==> config.mk <==
export PLATFORM = sky130hd
export DESIGN_NAME = atm_keypad_frontend
export DESIGN_NICKNAME = d
export VERILOG_FILES = /design/src/rtl/atm_pkg.sv /design/src/rtl/decimal_accumulator.sv /design/src/rtl/atm_keypad_frontend.sv
export SDC_FILE = /design/constraint.sdc
export NUM_CORES = 1
export LEC_CHECK = 0
export CELL_PAD_IN_SITES_DETAIL_PLACEMENT = 0
export CELL_PAD_IN_SITES_GLOBAL_PLACEMENT = 1
export CORE_UTILIZATION = 43
export DETAILED_ROUTE_END_ITERATION = 8
export DONT_BUFFER_PORTS = 1
export GPL_TIMING_DRIVEN = 0
export PLACE_DENSITY = 0.82
export REMOVE_ABC_BUFFERS = 1
export SETUP_SLACK_MARGIN = 0.02
export SLEW_MARGIN = 5
export SYNTH_ARGS = -nofsm -noshare
export SYNTH_HDL_FRONTEND = slang
export SYNTH_HIERARCHICAL = 1
export SYNTH_SLANG_ARGS = --single-unit
==> constraint.sdc <==
create_clock -name clk -period 2.9 [get_ports clk]
set_clock_uncertainty 0.2 [all_clocks]
set_input_delay 0.725 -clock clk [delete_from_list [all_inputs] [get_ports clk]]
set_output_delay 0.725 -clock clk [all_outputs]
set_load 0.005 [all_outputs]
==> src/rtl/atm_pkg.sv <==
// Shared definitions for the ATM keypad front end: key codes, menu option
// codes, field limits and the front-end state encoding.
package atm_pkg;

  localparam int ACC_W = 14;

  localparam logic [3:0] KEY_ENTER  = 4'hA;
  localparam logic [3:0] KEY_CLEAR  = 4'hB;
  localparam logic [3:0] KEY_CANCEL = 4'hC;

  localparam logic [2:0] OPT_BALANCE               = 3'd3;
  localparam logic [2:0] OPT_WITHDRAW              = 3'd4;
  localparam logic [2:0] OPT_WITHDRAW_SHOW_BALANCE = 3'd5;
  localparam logic [2:0] OPT_TRANSACTION           = 3'd6;
  localparam logic [2:0] OPT_DEPOSIT               = 3'd7;

  localparam logic [ACC_W-1:0] ACC_MAX    = 14'd4095;
  localparam logic [ACC_W-1:0] AMOUNT_MAX = 14'd2047;
  localparam logic [ACC_W-1:0] PIN_MAX    = 14'd9;
  localparam logic [ACC_W-1:0] MENU_MIN   = 14'd3;
  localparam logic [ACC_W-1:0] MENU_MAX   = 14'd7;

  localparam logic [2:0] FIELD_DIGITS  = 3'd4;
  localparam logic [2:0] SINGLE_DIGITS = 3'd1;

  typedef enum logic [2:0] {
    S_ACC    = 3'd0,
    S_PIN    = 3'd1,
    S_MENU   = 3'd2,
    S_AMOUNT = 3'd3,
    S_DEST   = 3'd4,
    S_ISSUE  = 3'd5
  } fe_state_e;

endpackage

==> src/rtl/decimal_accumulator.sv <==
// Multi-digit decimal entry register: value = value*10 + digit, with a
// per-field digit limit. Clear has priority over a digit on the same edge.
module decimal_accumulator
  import atm_pkg::*;
(
  input  logic             clk,
  input  logic             rst,
  input  logic             digit_valid,
  input  logic [3:0]       digit,
  input  logic             clear,
  input  logic [2:0]       max_digits,
  output logic [ACC_W-1:0] value,
  output logic [2:0]       digit_count,
  output logic             overflow
);

  logic [ACC_W-1:0] value_next;

  assign value_next = value * 14'd10 + {10'd0, digit};
  // Overflow means a further digit would exceed the field limit.
  assign overflow   = (digit_count >= max_digits);

  always_ff @(posedge clk) begin
    if (rst || clear) begin
      value       <= '0;
      digit_count <= '0;
    end else if (digit_valid && !overflow) begin
      value       <= value_next;
      digit_count <= digit_count + 3'd1;
    end
  end

endmodule

==> src/rtl/atm_keypad_frontend.sv <==
// Keypad-to-ATM-core request front end. Define ATM_KEYPAD_TIMEOUT_EN to build
// the idle timeout that forces a session exit after TIMEOUT_CYCLES idle cycles.
module atm_keypad_frontend
  import atm_pkg::*;
#(
  parameter int unsigned TIMEOUT_CYCLES = 1000
) (
  input  logic        clk,
  input  logic        rst,
  input  logic        key_valid,
  input  logic [3:0]  key_code,
  input  logic        req_ready,
  output logic [11:0] acc_number,
  output logic [3:0]  pin,
  output logic [2:0]  menu_option,
  output logic [10:0] amount,
  output logic [11:0] destination_acc,
  output logic        req_valid,
  output logic        exit,
  output logic        entry_error,
  output fe_state_e   state_dbg
);

  // Handshake: a request is transferred on the rising edge where req_valid
  // and req_ready are both high; fields stay frozen while req_valid is high.

  fe_state_e        state;
  logic [ACC_W-1:0] acc_value;
  logic [2:0]       acc_count;
  logic             acc_overflow;
  logic [2:0]       max_digits;
  logic             is_digit, key_enter, key_clear, key_cancel;
  logic             in_issue, cancel_evt, timeout_hit;
  logic             acc_clear, acc_digit, range_ok;

  assign is_digit   = key_valid && (key_code <= 4'd9);
  assign key_enter  = key_valid && (key_code == KEY_ENTER);
  assign key_clear  = key_valid && (key_code == KEY_CLEAR);
  assign key_cancel = key_valid && (key_code == KEY_CANCEL);
  assign in_issue   = (state == S_ISSUE);
  assign cancel_evt = key_cancel || timeout_hit;

  assign acc_clear  = cancel_evt
                   || (!in_issue && (key_enter || key_clear))
                   || (in_issue && req_ready);
  assign acc_digit  = is_digit && !in_issue && !cancel_evt;
  assign max_digits = (state == S_PIN || state == S_MENU) ? SINGLE_DIGITS : FIELD_DIGITS;
  assign state_dbg  = state;

`ifdef ATM_KEYPAD_TIMEOUT_EN
  logic [31:0] idle_cnt;
  logic        counted;

  assign counted     = (state != S_ACC) && (state != S_ISSUE);
  assign timeout_hit = counted && !key_valid && (idle_cnt == TIMEOUT_CYCLES - 32'd1);

  // Every state change into a counted state coincides with a key or with
  // leaving an uncounted state, so this reload covers state changes too.
  always_ff @(posedge clk) begin
    if (rst || key_valid || !counted || timeout_hit) idle_cnt <= '0;
    else                                             idle_cnt <= idle_cnt + 32'd1;
  end
`else
  logic unused_timeout_cfg;
  assign unused_timeout_cfg = (TIMEOUT_CYCLES == 0);
  assign timeout_hit        = 1'b0;
`endif

  always_comb begin
    range_ok = 1'b0;
    case (state)
      S_ACC, S_DEST: range_ok = (acc_value <= ACC_MAX);
      S_PIN:         range_ok = (acc_value <= PIN_MAX);
      S_AMOUNT:      range_ok = (acc_value <= AMOUNT_MAX);
      S_MENU:        range_ok = (acc_value >= MENU_MIN) && (acc_value <= MENU_MAX);
      default:       range_ok = 1'b0;
    endcase
  end

  decimal_accumulator u_acc (
    .clk         (clk),
    .rst         (rst),
    .digit_valid (acc_digit),
    .digit       (key_code),
    .clear       (acc_clear),
    .max_digits  (max_digits),
    .value       (acc_value),
    .digit_count (acc_count),
    .overflow    (acc_overflow)
  );

  always_ff @(posedge clk) begin
    if (rst) begin
      state           <= S_ACC;
      acc_number      <= '0;
      pin             <= '0;
      menu_option     <= '0;
      amount          <= '0;
      destination_acc <= '0;
      req_valid       <= 1'b0;
      exit            <= 1'b0;
      entry_error     <= 1'b0;
    end else begin
      exit        <= 1'b0;
      entry_error <= 1'b0;
      if (cancel_evt) begin
        state           <= S_ACC;
        acc_number      <= '0;
        pin             <= '0;
        menu_option     <= '0;
        amount          <= '0;
        destination_acc <= '0;
        req_valid       <= 1'b0;
        exit            <= 1'b1;
      end else if (in_issue) begin
        if (req_ready) begin
          req_valid <= 1'b0;
          state     <= S_MENU;
        end
      end else if (is_digit && acc_overflow) begin
        entry_error <= 1'b1;
      end else if (key_enter) begin
        if (acc_count == 3'd0 || !range_ok) begin
          entry_error <= 1'b1;
        end else begin
          case (state)
            S_ACC: begin
              acc_number <= acc_value[11:0];
              state      <= S_PIN;
            end
            S_PIN: begin
              pin   <= acc_value[3:0];
              state <= S_MENU;
            end
            S_MENU: begin
              menu_option <= acc_value[2:0];
              if (acc_value[2:0] == OPT_BALANCE) begin
                state     <= S_ISSUE;
                req_valid <= 1'b1;
              end else begin
                state <= S_AMOUNT;
              end
            end
            S_AMOUNT: begin
              amount <= acc_value[10:0];
              if (menu_option == OPT_TRANSACTION) begin
                state <= S_DEST;
              end else begin
                state     <= S_ISSUE;
                req_valid <= 1'b1;
              end
            end
            S_DEST: begin
              destination_acc <= acc_value[11:0];
              state           <= S_ISSUE;
              req_valid       <= 1'b1;
            end
            default: state <= S_ACC;
          endcase
        end
      end
    end
  end

endmodule

Yosys cells after proc, flatten, opt, wreduce, memory -nomap -nowiden

Index checks and enable logic that the tools add are counted.

Output and inout bits: 48
Logic and storage cells: 96
Input bits: 8
Bits in registers: 65

Equality and inequality tests: 15
Multiply operators: 1
Add/subtract/negate cells: 2
Bitwise gates (word level): 3
Reduce and logical (&&, ||, !) cells: 35
$lt $le $gt $ge: 7
Muxes and demuxes: 22

Operators with widths:

| cell                                                                                  | count |
|---|---|
| 5-bit AND reduction                                                                   | 5 |
| 3-bit two-way mux                                                                     | 7 |
| 3-bit case mux with 5 select lines                                                    | 1 |
| 14-bit by 4-bit adder with 14-bit output                                              | 1 |
| 14-bit by 2-bit greater-or-equal comparator with 1-bit output (second input constant) | 1 |
| 14-bit by 11-bit less-or-equal comparator with 1-bit output (second input constant)   | 1 |
| 14-bit by 12-bit less-or-equal comparator with 1-bit output (second input constant)   | 1 |
| 14-bit by 3-bit less-or-equal comparator with 1-bit output (second input constant)    | 1 |
| 14-bit by 4-bit less-or-equal comparator with 1-bit output (second input constant)    | 1 |
| 14-bit by 3-bit multiplier with 13-bit output (second input constant)                 | 1 |
| 4-bit equality test (second input constant)                                           | 3 |
| 1-bit two-way mux                                                                     | 12 |
| 1-bit logical AND                                                                     | 11 |
| 3-bit by 2-bit equality test with 1-bit output (second input constant)                | 3 |
| 3-bit equality test (second input constant)                                           | 3 |
| 7-bit AND reduction                                                                   | 1 |
| 3-bit zero test                                                                       | 2 |
| 1-bit logical OR                                                                      | 6 |
| 2-bit != test (second input constant)                                                 | 3 |
| 4-bit less-or-equal comparator (second input constant)                                | 1 |
| 1-bit zero test                                                                       | 4 |
| 1-bit case mux with 4 select lines                                                    | 1 |
| 4-bit AND reduction                                                                   | 1 |
| 4-bit nonzero test                                                                    | 1 |
| 10 further kinds                                                                      | 13 |

Depth between registers and ports, before layout

Gate-level depths: netlist of run 1.

Depth after elaboration: 9
Gate-level depth with buffers: 12
Gate-level depth less buffers: 10

By module

Netlist of run 1, hierarchy kept.

Modules (own cells, without submodules):

| module              | sequential area each (µm²) | cells each | times used | area an instance (µm²) |
|---|---|---|---|---|
| atm_keypad_frontend | 960.9                      | 257        | 1          | 2132.0 |
| decimal_accumulator | 340.3                      | 182        | 1          | 1577.8 |

Least setup slack after synthesis of run 1

No wires, ideal clock.

Path type: flip-flop to flip-flop
Start point: register u_acc.value[1]
End point: register u_acc.value[13]
Setup time: 79 ps
Required time: 2621 ps
Arrival: 2706 ps
Stages on the path, launching flop included: 11
Clock period less this slack: 2986 ps
Buffers on the path: 0
Slack: -86 ps
Cell sequence: dfxtp_1 > ha_1 > ha_1 > fa_1 > a211o_1 > a2111oi_0 > nand3b_1 > and2_1 > and4_1 > xnor2_1 > a211oi_2

Cells in the longest elaborated chain, start to end: 2

RTL lines:

| what                                          | line                      | text |
|---|---|---|
| from (decl)                                   | decimal_accumulator.sv:12 | `output logic [ACC_W-1:0] value,` |
| from (signal assigned)                        | decimal_accumulator.sv:28 | `value <= value_next;` |
| 14-bit by 3-bit multiplier with 13-bit output | decimal_accumulator.sv:19 | `assign value_next = value * 14'd10 + {10'd0, digit};` |
| 14-bit by 4-bit adder with 14-bit output      | decimal_accumulator.sv:19 |  |

No other way between the ends.
A chain may end at the register's enable or synchronous reset.

Worst setup path after layout of run 1

Ends and elaborated chain as after synthesis.

==> results of run 1 <==
-- per-stage QoR --
stage,cell area (µm²),utilization
after CTS,4100,0.494
final,4210,0.507
after floorplan,3590,-
after global placement,3720,0.448
after detailed placement,3720,0.448
after global routing,4210,0.507
-- synth_stat cells (all sizes together) (3+ instances only) --
cell type	instances	area share
mux2i	16	0.043
nor2	35	0.035
o21ai	34	0.046
o211ai	3	0.0061
or3	4	0.0067
and2	4	0.0067
a21oi	41	0.055
dfxtp	65	0.35
o31ai	7	0.014
nor3b	4	0.0081
nor3	4	0.0067
xor2	9	0.021
ha	26	0.088
clkbuf	20	0.020
a211oi	12	0.027
xnor2	9	0.021
inv	11	0.011
nand4	10	0.019
nand2b	5	0.0084
nor2b	4	0.0074
buf	10	0.012
nand3	32	0.043
and3	3	0.0051
a21o	4	0.0081
nand2	26	0.026
a31oi	3	0.0051
-- kinds of logic (layout without fill, tap and decap cells) --
logic type	after synthesis	in the layout	synth area share
xor+xnor	18	18	0.0425
mux	16	16	0.0432
simple gates	144	146	0.201
flops	65	65	0.351
other cells	1	1	0.00101
buf+inv	41	36	0.0435
compound gates	126	127	0.219
fa+ha+maj	28	28	0.0985
-- registers in the layout, summed over array words and instances, names as in the netlist, 3 cells and up --
name,count
destination_acc,12
u_acc/value,14
state_dbg,3
pin,4
u_acc/digit_count,3
menu_option,3
amount,11
acc_number,12
-- power by group through the flow --
stage                     Sequential [mW]  Clock (mW)  Combinational (mW)
after global routing                0.956       0.819               0.461
after detailed placement            0.978           0               0.329
after floorplan                     0.955           0               0.268
after global placement              0.978           0               0.321
after CTS                           0.954       0.775               0.381
final                               0.954       0.768               0.422
-- cell type report --
| cell class | instances | area (µm²) |
|---|---|---|
| Clock inverter | 3 | 40.0 |
| Multi-Input combinational cell | 336 | 2430 |
| Timing Repair Buffer | 10 | 75.1 |
| Fill cell | 773 | 4090 |
| Sequential cell | 65 | 1340 |
| Clock buffer | 12 | 155 |
| Tap cell | 105 | 131 |
| Inverter | 11 | 41.3 |
-- worst max-delay path, delay by kind of cell, from the launching register on --
family | cells | cell delay, ps
compound gates | 3 | 890
fa+ha+maj | 3 | 770
simple gates | 3 | 530
flops | 1 | 360
xor+xnor | 1 | 100
-- metal layers --
layer,GRT usage,share of wire,up-vias
li1,-,-,1592
met1,0.275,0.44,1570
met2,0.351,0.48,104
met3,0.0491,0.056,17
met4,0.0934,0.017,0
met5,0,0,-
-- worst max path at each step --
stage	startpoint	to	depth (start not counted)
floorplan	state_dbg[0]	u_acc/digit_count[2]	10
finish	u_acc/value[1]	u_acc/value[13]	10
CTS	u_acc/value[1]	u_acc/value[13]	10
global placement	state_dbg[0]	u_acc/digit_count[2]	10
detailed placement	u_acc/value[1]	u_acc/value[13]	10
global route	u_acc/value[1]	u_acc/value[13]	10
-- repair_timing --
| action | 4_1_cts | 5_1_grt |
|---|---|---|
| setup endpoints to repair | 64 | 31 |
| pin swaps | 5 | 5 |
| cloned | 0 | 3 |
| gates resized for setup | 36 | 7 |
| setup buffers | 6 | 4 |
==> metrics.txt, run 1 <==
failing checks=setup timing; router iterations before antenna repair=5; Post-synth EDFFs=0; H-tree levels=3; Hold Startpoint=rst; Clock Path Buffers=2; clock root buffer=clkbuf_8; Cell Int Power=1.52 mW; final setup margin=-40.1 ps; Crit Path Class=register to register; Post-layout nets=around 470; first-pass GRT wire length=approximately 15000 µm; DP Worst Slack=-549 ps; CP dominant cell by count=ha_4; outcome=complete, but fails checks; syn avg cell area=roughly 8.5 µm²; post-placement cell count=514; Min-Delay Endpoint=exit; worst hold-check slack=about 250 ps; IO buf count=0; fraction of registers with async set/reset=0; Antenna Cells=0; length in cells of the worst reg-to-reg path=10; Hold Path Stages=1; total global routing overflow=0; Pleak=between 1.5 and 2 nW; layout cells sized above 1=0.153; via count=roughly 3300; die area=9000 µm²; initial antenna violation count=0; Max stage delay on crit path=between 300 and 400 ps; Die H=between 90 and 100 µm; CP endpoint kind=register; number of unique standard cell types used by synthesis=61; # clock sinks=65; Warnings, synthesis=6; PD cells=510 nW/µm²; Initial Utilization=0.447; cts bufs inserted=9; Max Cap Viol=0; most common cell after layout, fill and taps aside=dfxtp_1; Setup TNS=-47.0 ps; RePlAce Congestion=0.762; vias in the first global route=3000; Max VDD drop=about 0.28 mV; Boundary Pins=56; vias per cell=about 6.1; DP HPWL=about 6100 µm; R2R Path Start=u_acc/value[1]; fin crit share=1.01; area growth from synthesis to layout=13.4%; DR WL/cell=about 18 µm; CP max FO=4; final std cells w/o fill=between 500 and 600; std cell rows=33; Main synth FF type=dfxtp_1; worst skew pair latency=around 350 ps; Hold Vio Cnt, Final=0; fmax=340 MHz; flop2flop setup slack=-40 ps; Worst Setup Start Kind=register; Total GRT Usage=0.217; largest net degree at the start of global routing=37; clock period minus worst slack=approximately 3000 ps; total power=~2.1 mW; Worst Tran Pin Value=approximately 840 ps; Slowest-stage cell, CP=a211o_4; Die X=approximately 95 µm; WP data arrival=~3000 ps; unrepaired setup endpoints after global routing=yes; Residual DRC=0; CTS tree=yes; worst r2r dst=u_acc/value[13]; final wirelength=9840 µm; Synth Register Bits=between 60 and 70; Critical Path RT=approximately 3000 ps; Gate power share=0.197; Clock Power Share=0.358; antenna-violating nets left=0; power share of the sequential group=0.445; most frequent cells in the layout=53 x dfxtp_1, 40 x a21oi_1, 35 x nor2_1; setup violators final=2; worst min-delay path category=input port to register; sequential cell area fraction in the yosys report=0.351; hold buffer count at CTS=0; NetSw=between 0.6 and 0.7 mW; Final Max Slew Viols=0; Iter 0 DRT Violations=around 200; core area=8300 µm²; Post-Syn Instances=~440; mapped cell area=approximately 3700 µm²; Rel. slew slack=0.440; Worst-path clk slew=60 ps; CP cell instances=ha_4 > ha_4 > fa_2 > a211o_4 > a2111oi_4 > nand3b_1 > and2_1 > and4_1 > xnor2_1 > a211oi_2; Sw Share=0.290
No activity file was read; power rests on OpenSTA's default activity.
==> run 2: changes to the inputs <==
--- a/config.mk
+++ b/config.mk
@@ -7,6 +7,7 @@
 export LEC_CHECK = 0
 export CELL_PAD_IN_SITES_DETAIL_PLACEMENT = 0
 export CELL_PAD_IN_SITES_GLOBAL_PLACEMENT = 1
+export CORE_ASPECT_RATIO = 1.75
 export CORE_UTILIZATION = 43
 export DETAILED_ROUTE_END_ITERATION = 8
 export DONT_BUFFER_PORTS = 1
==> run 2 against run 1 <==
The run now ends clean; non-clock buffer count shrank 1; fmax grew 1.4%; hold slack gained 30 ps; combinational power grew 6.6%; final area grew 2.6%; sequential cell count is the same; register-to-register slack gained 40 ps.
==> metrics.txt, run 2 (synthesis gave the netlist of run 1 again) <==
outcome=finished, final reports clean; Die X=72.2 µm; Hold Vio Cnt, Final=0; Total GRT Usage=0.225; routed length on met1=around 3900 µm; Crit Path Class=register to register; Pleak=~1.6 nW; final wirelength=~11000 µm; worst min-delay path category=register to register; PD cells=about 540 nW/µm²; via count=roughly 3300; worst skew pair latency=330 ps; layout cells sized above 1=0.166; Max Cap Viol=0; vias per cell=6.06; # clock sinks=65; Rel. slew slack=0.419; Final Max Slew Viols=0; setup violators final=0; CP cell instances=ha_4 > ha_4 > fa_2 > a211o_4 > a2111oi_4 > nand3b_1 > and2_4 > and4_4 > xnor2_2 > a211oi_2; biggest regs=u_acc/value: 14 flops, acc_number: 12 flops, destination_acc: 12 flops; most common cell after layout, fill and taps aside=dfxtp_1; cts bufs inserted=9; RePlAce Congestion=~0.82; Worst-path clk slew=approximately 50 ps; core area=roughly 8300 µm²; WP data arrival=roughly 2900 ps; DP Area=between 3000 and 4000 µm²; fin crit share=1.00; Residual DRC=0; vias in the first global route=approximately 3200; Die H=~120 µm; Iter 0 DRT Violations=roughly 190; hold buffer count at CTS=0; Slowest-stage cell, CP=a211o_4; antenna-violating nets left=0; largest reg by FF count=u_acc/value; initial antenna violation count=0; routed wl met3=between 400 and 500 µm; Largest register FFs=14; Boundary Pins=56; Layout Utilization=0.519; first-pass GRT wire length=between 15000 and 20000 µm; fmax=between 300 and 400 MHz; Max stage delay on crit path=390 ps; area growth from synthesis to layout=16.4%; Critical Path RT=a little under 3000 ps; largest net degree at the start of global routing=37; fin area=between 4000 and 5000 µm²; Worst Tran Pin Value=a little under 900 ps; CP max FO=4; H-tree levels=3; total global routing overflow=0; Worst Path Buf+Inv=0; met2 wire len=5710 µm; DR WL/cell=19.1 µm; CP endpoint kind=register; Antenna Cells=0; CTS tree=yes; die area=~9000 µm²; Post-layout nets=around 470; DR top layer=met4; IO buf count=0; std cell rows=44; clock period minus worst slack=around 2900 ps; Max VDD drop=0.341 mV; router iterations before antenna repair=4; DP HPWL=a little under 7000 µm; unrepaired setup endpoints after global routing=yes; Initial Utilization=0.446; most frequent cells in the layout=54 x dfxtp_1, 39 x a21oi_1, 35 x nor2_1; clock root buffer=clkbuf_16; CP dominant cell by count=ha_4; Worst Setup Start Kind=register; CP top delay family=adder cells; Clock Path Buffers=2
run 2: where the power goes:
| group | switching [mW] | total, mW | internal [mW] |
|---|---|---|---|
| clock | 0.358 | 0.943 | 0.585 |
| combinational | 0.263 | 0.450 | 0.187 |
| sequential | 0.0389 | 0.953 | 0.914 |
run 2: per-layer routing:
metal	up-vias	track usage
met5	-	0
met1	1604	0.245
li1	1598	-
met4	0	0.127
met2	99	0.389
met3	33	0.0526
run 2: path summary, 6_finish.rpt:
| kind | from | to | slack, ps | cells past startpoint |
|---|---|---|---|---|
| worst max-delay path | u_acc/value[3] | u_acc/value[13] | 0.4 | 10 |
| worst min register to register | pin[1] | pin[1] | 270 | 2 |
| worst min-delay path | pin[1] | pin[1] | 270 | 2 |
| worst max register to register | u_acc/value[3] | u_acc/value[13] | 0.4 | 10 |
run 2: what timing repair did:
item                       in CTS  in global routing
buffers inserted                7                  2
resized for setup              35                 17
setup endpoints to repair      64                 22
pin swaps                       9                  9
cloned                          0                  4
run 2: metrics by stage:
step                total power, mW  hold slack (ps)  setup WS (ps)  cells  setup TNS, ps
global placement               1.30              262           -547    524         -20390
floorplan                      1.22              251           -135    409          -1160
finish                         2.35              275          0.411    550              0
CTS                            2.29              278          -12.4    544          -12.4
global route                   2.43              284          -95.5    550           -236
detailed placement             1.32              271           -612    524         -23430
run 2: final cells by class:
class | instances | area (µm²)
Timing Repair Buffer | 9 | 67.6
Fill cell | 778 | 4000
Clock buffer | 12 | 246
Clock inverter | 1 | 5.00
Multi-Input combinational cell | 337 | 2480
Tap cell | 115 | 144
Inverter | 11 | 41.3
Sequential cell | 65 | 1330
run 2: worst min-delay path: cells and delay by family (launching register included):
family           cells  cell delay, ps
muxes                1              50
DFF                  1             310
and+or+nand+nor      1              60
==> run 3: changes to the inputs <==
--- a/config.mk
+++ b/config.mk
@@ -9,9 +9,11 @@
 export CELL_PAD_IN_SITES_GLOBAL_PLACEMENT = 1
 export CORE_ASPECT_RATIO = 1.75
 export CORE_UTILIZATION = 43
+export CTS_CLUSTER_SIZE = 14
 export DETAILED_ROUTE_END_ITERATION = 8
 export DONT_BUFFER_PORTS = 1
 export GPL_TIMING_DRIVEN = 0
+export MAX_ROUTING_LAYER = met4
 export PLACE_DENSITY = 0.82
 export REMOVE_ABC_BUFFERS = 1
 export SETUP_SLACK_MARGIN = 0.02
==> constraint.sdc (replaced) <==
create_clock -name clk -period 2.6 [get_ports clk]
set_clock_uncertainty 0.2 [all_clocks]
set_input_delay 0.65 -clock clk [delete_from_list [all_inputs] [get_ports clk]]
set_output_delay 0.65 -clock clk [all_outputs]
set_load 0.005 [all_outputs]
==> run 3 against run 2 <==
The flow now finishes with violations (setup timing); core utilization rose by 2.2 points; global-route usage is 2.0 points higher; critical path depth stayed put; largest cell class unchanged.
==> metrics.txt, run 3 (synthesis gave the netlist of run 1 again) <==
outcome=complete, but fails checks; failing checks=setup timing; # clock sinks=65; Sequential Area=between 1000 and 1500 µm²; DP HPWL=6820 µm; Largest register FFs=14; DR WL/cell=between 15 and 20 µm; total power=roughly 2.6 mW; Initial Utilization=0.446; fin area=around 4500 µm²; Worst Tran Pin Value=roughly 840 ps; fin crit share=1.11; Critical Path RT=roughly 2600 ps; Pleak=approximately 1.7 nW; R2R Path Start=u_acc/value[3]; final wirelength=roughly 11000 µm; # fillers=755; Rel. slew slack=0.439; IO buf count=0; DP Worst Slack=-912 ps; Die H=around 120 µm; die area=around 9000 µm²; final setup margin=-293 ps; Hold Startpoint=rst; Max VDD drop=0.376 mV; Antenna Cells=0; Residual DRC=0; area growth from synthesis to layout=21.2%; antenna-violating nets left=0; Total GRT Usage=0.246; core area=between 8000 and 9000 µm²; clock period minus worst slack=about 2900 ps; Post-layout nets=480; worst hold-check slack=approximately 210 ps; Setup TNS=-1120 ps; via count=3469; H-tree levels=3; layout cells sized above 1=0.206; worst min-delay path category=input port to register; grt peak-use layer=met2; Crit Path Class=register to register; cts bufs inserted=9; vias per cell=about 6.2; std cell rows=44; Iter 0 DRT Violations=a little over 200; CTS tree=yes; met2 usage=0.421; Max Cap Viol=0; WP data arrival=2900 ps; routing usage on met1=0.256; most common cell after layout, fill and taps aside=dfxtp_1; initial antenna violation count=0; setup violators final=5; Critical Path Source=u_acc/value[3]; worst skew pair latency=around 330 ps; DP Area=~3700 µm²; met3 Track Usage GR=0.0526; area of the multi-input gates=between 2000 and 3000 µm²; hold buffer count at CTS=0; vias in the first global route=between 3000 and 4000; largest reg by FF count=u_acc/value; Worst-path clk slew=50 ps; Final Max Slew Viols=0; biggest regs=u_acc/value: 14 flops, acc_number: 12 flops, destination_acc: 12 flops; CP endpoint kind=register; router iterations before antenna repair=4; total global routing overflow=0; Clock Path Buffers=2; RePlAce Congestion=about 0.84; PD cells=around 600 nW/µm²; Die X=72.2 µm; unrepaired setup endpoints after global routing=yes; Worst Setup Start Kind=register; Hold Vio Cnt, Final=0; most frequent cells in the layout=52 x dfxtp_1, 40 x a21oi_1, 34 x nor2_1; first-pass GRT wire length=approximately 17000 µm; clock root buffer=clkbuf_16; Boundary Pins=56; largest net degree at the start of global routing=35; fmax=approximately 350 MHz; CP max FO=4
[run 3: cell count changes in the layout (fill, tap and decap cells not counted), sizes merged]
cell / change
dlymetal6s2s: +1
buf: +10
[run 3: final timing paths]
path	endpoint	slack, ps	cells after the start
worst max-delay path	u_acc/value[13]	-290	10
worst max register to register	u_acc/value[13]	-290	10
worst min register to register	pin[1]	280	2
worst min-delay path	exit	210	1
[run 3: metrics by stage]
step	util	std cells
global route	0.541	561
finish	0.541	561
CTS	0.522	550
floorplan	-	409
global placement	0.449	524
detailed placement	0.450	524
[run 3: area by class of cell]
cell class | instances | area share
Inverter | 11 | 0.00918
Clock inverter | 1 | 0.00111
Timing Repair Buffer | 20 | 0.0334
Multi-Input combinational cell | 337 | 0.572
Tap cell | 115 | 0.0320
Sequential cell | 65 | 0.298
Clock buffer | 12 | 0.0548
[run 3: report_power, final]
group	internal [mW]	switching (mW)	total, mW
combinational	0.226	0.304	0.530
sequential	1.02	0.0441	1.06
clock	0.652	0.397	1.05
total	1.90	0.746	2.64
[run 3: critical path, cell delays in order (launching register included)]
cell and delay, ps:
dfxtp_4 360, ha_4 240, ha_4 160, fa_2 370, a211o_4 380, a2111oi_4 280
nand3b_1 190, and2_4 160, and4_4 230, xnor2_2 110, a211oi_2 80
[run 3: what timing repair did]
action / 4_1_cts / 5_1_grt
resized for setup: 55 / 16
endpoints found under the setup margin: 64 / 32
cloned: 4 / 0
pin swaps: 16 / 9
buffers inserted: 9 / 11
[run 3: per-layer routing]
layer	wire, µm	vias up
li1	-	1624
met1	4040	1698
met2	5920	115
met3	461	32
met4	453	0
met5	0	-
